`src/rtl/rom_t_fetch.sv`:
```
// Read-side sequencer for the Chebyshev coefficient ROMs: walks addresses 0..N-1,
// drives the shared-bus ROM controls and offers each word over valid/ready.
module rom_t_fetch #(
    parameter int ADDR_W   = 3,
    parameter int DATA_W   = 16,
    parameter int DEPTH    = 8,
    parameter int WAIT_CYC = 1
) (
    input  logic              clk,
    input  logic              reset,
    input  logic              i_start,
    input  logic [3:0]        i_count,
    input  logic              i_abort,
    input  logic [DATA_W-1:0] i_rom_data,
    output logic [ADDR_W-1:0] o_rom_address,
    output logic              o_rom_ce,
    output logic              o_rom_read_en,
    output logic              o_rom_tri_output,
    output logic [DATA_W-1:0] o_coef_data,
    output logic [ADDR_W-1:0] o_coef_index,
    output logic              o_coef_valid,
    output logic              o_coef_last,
    input  logic              i_coef_ready,
    output logic              o_busy,
    output logic              o_done
);

    typedef enum logic [1:0] {
        S_IDLE,
        S_ACCESS,
        S_OFFER,
        S_DONE
    } state_t;

    localparam logic [2:0] WAIT_LAST = 3'(WAIT_CYC - 1);

    state_t              state, state_d;
    logic [ADDR_W-1:0]   last_addr, last_addr_d;
    logic [2:0]          wait_cnt, wait_cnt_d;
    logic [ADDR_W-1:0]   addr_d;
    logic                ce_d, read_en_d, tri_d;
    logic [DATA_W-1:0]   data_d;
    logic [ADDR_W-1:0]   index_d;
    logic                valid_d, last_d, busy_d, done_d;
    logic [ADDR_W-1:0]   count_clamped;

    // A count of zero or one larger than the table fetches the whole table.
    always_comb begin
        if (i_count == 4'd0 || int'(i_count) > DEPTH) begin
            count_clamped = ADDR_W'(DEPTH - 1);
        end else begin
            count_clamped = ADDR_W'(i_count - 4'd1);
        end
    end

    // NOTE: every signal gets its hold value first, so no path through the case
    // can leave one unassigned and infer a latch.
    always_comb begin
        state_d     = state;
        last_addr_d = last_addr;
        wait_cnt_d  = wait_cnt;
        addr_d      = o_rom_address;
        ce_d        = o_rom_ce;
        read_en_d   = o_rom_read_en;
        tri_d       = o_rom_tri_output;
        data_d      = o_coef_data;
        index_d     = o_coef_index;
        valid_d     = o_coef_valid;
        last_d      = o_coef_last;
        busy_d      = o_busy;
        done_d      = o_done;

        unique case (state)
            S_IDLE: begin
                if (i_start) begin
                    last_addr_d = count_clamped;
                    addr_d      = '0;
                    wait_cnt_d  = '0;
                    ce_d        = 1'b1;
                    read_en_d   = 1'b1;
                    tri_d       = 1'b0;
                    busy_d      = 1'b1;
                    state_d     = S_ACCESS;
                end
            end

            S_ACCESS: begin
                if (i_abort) begin
                    state_d   = S_IDLE;
                    addr_d    = '0;
                    ce_d      = 1'b0;
                    read_en_d = 1'b0;
                    tri_d     = 1'b1;
                    valid_d   = 1'b0;
                    last_d    = 1'b0;
                    busy_d    = 1'b0;
                end else if (wait_cnt == WAIT_LAST) begin
                    data_d    = i_rom_data;
                    index_d   = o_rom_address;
                    valid_d   = 1'b1;
                    last_d    = (o_rom_address == last_addr);
                    ce_d      = 1'b0;
                    read_en_d = 1'b0;
                    tri_d     = 1'b1;
                    state_d   = S_OFFER;
                end else begin
                    wait_cnt_d = wait_cnt + 3'd1;
                end
            end

            S_OFFER: begin
                // Abort wins over a same-edge handshake; the word is dropped.
                if (i_abort) begin
                    state_d   = S_IDLE;
                    addr_d    = '0;
                    ce_d      = 1'b0;
                    read_en_d = 1'b0;
                    tri_d     = 1'b1;
                    valid_d   = 1'b0;
                    last_d    = 1'b0;
                    busy_d    = 1'b0;
                end else if (i_coef_ready) begin
                    valid_d = 1'b0;
                    if (o_coef_last) begin
                        last_d  = 1'b0;
                        busy_d  = 1'b0;
                        done_d  = 1'b1;
                        state_d = S_DONE;
                    end else begin
                        addr_d     = o_rom_address + ADDR_W'(1);
                        wait_cnt_d = '0;
                        ce_d       = 1'b1;
                        read_en_d  = 1'b1;
                        tri_d      = 1'b0;
                        state_d    = S_ACCESS;
                    end
                end
            end

            S_DONE: begin
                done_d  = 1'b0;
                state_d = S_IDLE;
            end

            default: state_d = S_IDLE;
        endcase
    end

    // NOTE: sequential state uses non-blocking assignments so every register
    // samples the pre-edge values computed above.
    always_ff @(posedge clk or posedge reset) begin
        if (reset) begin
            state            <= S_IDLE;
            last_addr        <= '0;
            wait_cnt         <= '0;
            o_rom_address    <= '0;
            o_rom_ce         <= 1'b0;
            o_rom_read_en    <= 1'b0;
            o_rom_tri_output <= 1'b1;
            o_coef_data      <= '0;
            o_coef_index     <= '0;
            o_coef_valid     <= 1'b0;
            o_coef_last      <= 1'b0;
            o_busy           <= 1'b0;
            o_done           <= 1'b0;
        end else begin
            state            <= state_d;
            last_addr        <= last_addr_d;
            wait_cnt         <= wait_cnt_d;
            o_rom_address    <= addr_d;
            o_rom_ce         <= ce_d;
            o_rom_read_en    <= read_en_d;
            o_rom_tri_output <= tri_d;
            o_coef_data      <= data_d;
            o_coef_index     <= index_d;
            o_coef_valid     <= valid_d;
            o_coef_last      <= last_d;
            o_busy           <= busy_d;
            o_done           <= done_d;
        end
    end

endmodule
```
`config.mk`:
```
export PLATFORM = sky130hd
export DESIGN_NAME = rom_t_fetch
export DESIGN_NICKNAME = d
export VERILOG_FILES = /design/src/rtl/rom_t_fetch.sv
export SDC_FILE = /design/constraint.sdc
export NUM_CORES = 1
export LEC_CHECK = 0
export ABC_AREA = 1
export CAP_MARGIN = 5
export CORE_ASPECT_RATIO = 0.7
export CORE_MARGIN = 2
export CORE_UTILIZATION = 51
export CTS_CLUSTER_DIAMETER = 80
export DETAILED_ROUTE_END_ITERATION = 8
export PLACE_DENSITY = 0.87
export SLEW_MARGIN = 25
export SYNTH_ARGS = -nofsm -noshare
export SYNTH_HDL_FRONTEND = slang
export SYNTH_SLANG_ARGS = --single-unit
```
`constraint.sdc`:
```
create_clock -name clk -period 4.5 [get_ports clk]
set_clock_uncertainty 0.15 [all_clocks]
set_input_delay 0.675 -clock clk [delete_from_list [all_inputs] [get_ports clk]]
set_output_delay 0.675 -clock clk [all_outputs]
set_load 0.02 [all_outputs]
```
==> qor.csv <==
metric,value,unit
outcome,"finished, final reports clean",
grt_start_max_net_pins,39,
clkSinkCount,36,
setup-tns-final,0,ns
hold_path_depth,2,
crit_chain,clkdlybuf4s50_1 > inv_2 > nand4_2 > o21ai_0,
synth_seq_area_share,46.34,%
cap_viol_max_count,0,
grt_use_total,20.43,%
worst-path-max-fanout,38,
hp-class,register to register,
routedWlPerCell,11.69,um
yosys_register_bits,36,
r2r_slack,2.09,ns
netlist_area,1947,sq um
diodes,0,
num_io_pins,54,
cts_max_level,2,
cts_tree,done,
viasPerCell,4.715,
insertion_delay,0.29,ns
cts_root_buf,clkbuf_8,
path_delay_family,simple AND/OR/NAND/NOR gates,
r2r_end,o_coef_data[8],
slew_viol_final,0,
cp-end-kind,register,
antenna_found_initial,0,
syn_inst,245,
cp-start-kind,primary input,
drt_iter0_drc,103,
finalCriticalPeriod,2.544,ns
hold_end,o_busy,
crit_path_top_delay_cell,nand4_2,
synth.area.top_cells,"dfrtp_1 45%, nand2_1 15%, inv_1 8.9%, ha_1 5.8%, o21ai_2 4.9%",
synth_largest_area_cell,dfrtp_1,
antenna_left,0,
hold_viol,0,
synth.top_cell.area_share,44.99,%
wl,4103,um
setup_violations,0,
cp_num_buf_inv,2,
rsz0062_at_grt,false,
cts_buffers,5,
hold_start,o_busy,
io_buffers,53,
fin_total_pwr,1.648,mW
cts_max_path_buffers,2,
ys_async_sr_fraction,100.0,%
start_util,54.37,%
die-height,55.70,um
synth-edff-count,0,
layout.nets,334,
syn_avg_cell_area,7.946,sq um
core.rowCount,18,
grt_pass1_vias,1464,
criticalPathCategory,primary input to register,
fmax,393.1,MHz
ys_warn_count,0,
gp_congestion,0.8739,
cts_setup_buffers,0,
drc,0,
synth.most_common_cell,nand2_1,
r2r-start,state[1],
dieArea,4336,sq um
cts_resized,0,
first_pass_iters,4,
stdcell_count,351,
syn_nets,279,
nFillCells,275,
r2r_cells,4,
critPathMaxStageDelay,0.77,ns
yosysUniqueCellTypes,24,
core_area,3581,sq um
relSlewSlack,34.29,%
place_inst,343,
die_w,77.85,um
drive_gt1_share,8.638,%
clk_pin_slew,0.07,ns
worst_pin_slew,0.9833,ns
grt.overflow.total,0,
worstPathRequired,4.53,ns
power_density,634.6,nW/um^2
vdd_drop_max,0.0004212,V
area_growth,33.42,%
synth_flop_cell,dfrtp_1,
grt_pass1_wl,6810,um
detailroute.via_count,1655,
synth_common_cells,"78 x nand2_1, 46 x inv_1, 35 x dfrtp_1",
power.leakage,1.333,nW
hpwl,3045,um
timing.final.crit_share,56.53,%
worstPathArrival,2.58,ns
cts_hold_buf,0,
## cells in the final DEF (no fill, tap or decap)
cell,count
dfrtp_1,35
a21oi_1,2
clkbuf_1,1
inv_1,46
o21ai_2,11
ha_1,9
o21ai_0,16
nand3_1,16
xnor2_1,1
nor2_2,1
nand3_2,1
nor2_1,12
nand3b_1,1
nand2_2,1
dfstp_2,1
nor3b_1,1
clkinv_2,1
nor2_4,1
clkdlybuf4s50_1,53
nand2_1,78
o21ai_1,1
nand4_2,1
clkbuf_8,5
nand4_1,3
buf_4,1
bufinv_16,1
inv_2,1
## worst register-to-register path, cell delays in order, from the launching register on
cell and delay (ns):
dfrtp_1 0.43, inv_1 0.11, ha_1 0.34, nand4_2 0.81
o21ai_0 0.46
## sequential cells by signal (all words and copies together), names as in the netlist
name,count
o_coef_data,16
last_addr,3
o_coef_index,3
o_rom_address,3
wait_cnt,3
state,2
o_busy,1
o_coef_last,1
o_coef_valid,1
o_done,1
o_rom_read_en,1
o_rom_tri_output,1
## layer usage
layer  part of all wire (%)  track usage [%]  vias up  wire [um]
met1                     48            28.66      727       1973
met4                    1.5            6.122        0         63
met3                    8.0            7.792        9        327
met2                     42            29.31       56       1738
met5                      0                0        -          0
li1                       -                -      863          -
## how the worst max path moves through the flow
stage | start | end | slack (ns) | cells past startpoint
after global routing | i_abort | o_coef_index[0] | 1.76 | 4
after global placement | i_abort | o_coef_data[7] | 1.72 | 4
final | i_abort | o_coef_data[8] | 1.96 | 4
after CTS | i_abort | o_coef_data[8] | 1.96 | 4
after detailed placement | i_abort | o_coef_data[8] | 1.63 | 4
after floorplan | reset | last_addr[0] | 2.87 | 1
## stage by stage
stage / util, % / instance area [sq um] / hold slack [ns] / worst slack [ns]
2_1_floorplan: - / 1947 / 0.3175 / 2.872
3_3_place_gp: 69.53 / 2490 / 0.3036 / 1.725
3_5_place_dp: 69.53 / 2490 / 0.3128 / 1.631
4_1_cts: 72.54 / 2597 / 0.3298 / 1.956
5_1_grt: 72.54 / 2597 / 0.3601 / 1.756
6_report: 72.54 / 2597 / 0.3267 / 1.956
## where the power goes
part	switching (mW)	internal [mW]
sequential	0.0813	0.453
clock	0.115	0.164
combinational	0.486	0.349
total	0.682	0.966
## area by class of cell
| class | count | area, sq um | area share (%) |
|---|---|---|---|
| multi-input combinational | 156 | 810.8 | 31.21 |
| timing repair buffer | 54 | 538.0 | 20.71 |
| clock buffer | 6 | 72.57 | 2.794 |
| sequential | 36 | 902.1 | 34.73 |
| inverter | 47 | 176.4 | 6.792 |
| tap | 50 | 62.56 | 2.408 |
| clock inverter | 2 | 35.03 | 1.349 |
## cells by family after synthesis
logic type	Yosys count	synth area share, %
xor gates and xnor gates	1	0.4500
DFF	36	46.34
adders and majority gates	9	5.784
and+or+nand+nor	116	25.58
buffers and inverters	53	12.02
AOI/OAI and AO/OA	30	9.833
Power figures use the tool's default switching activity.
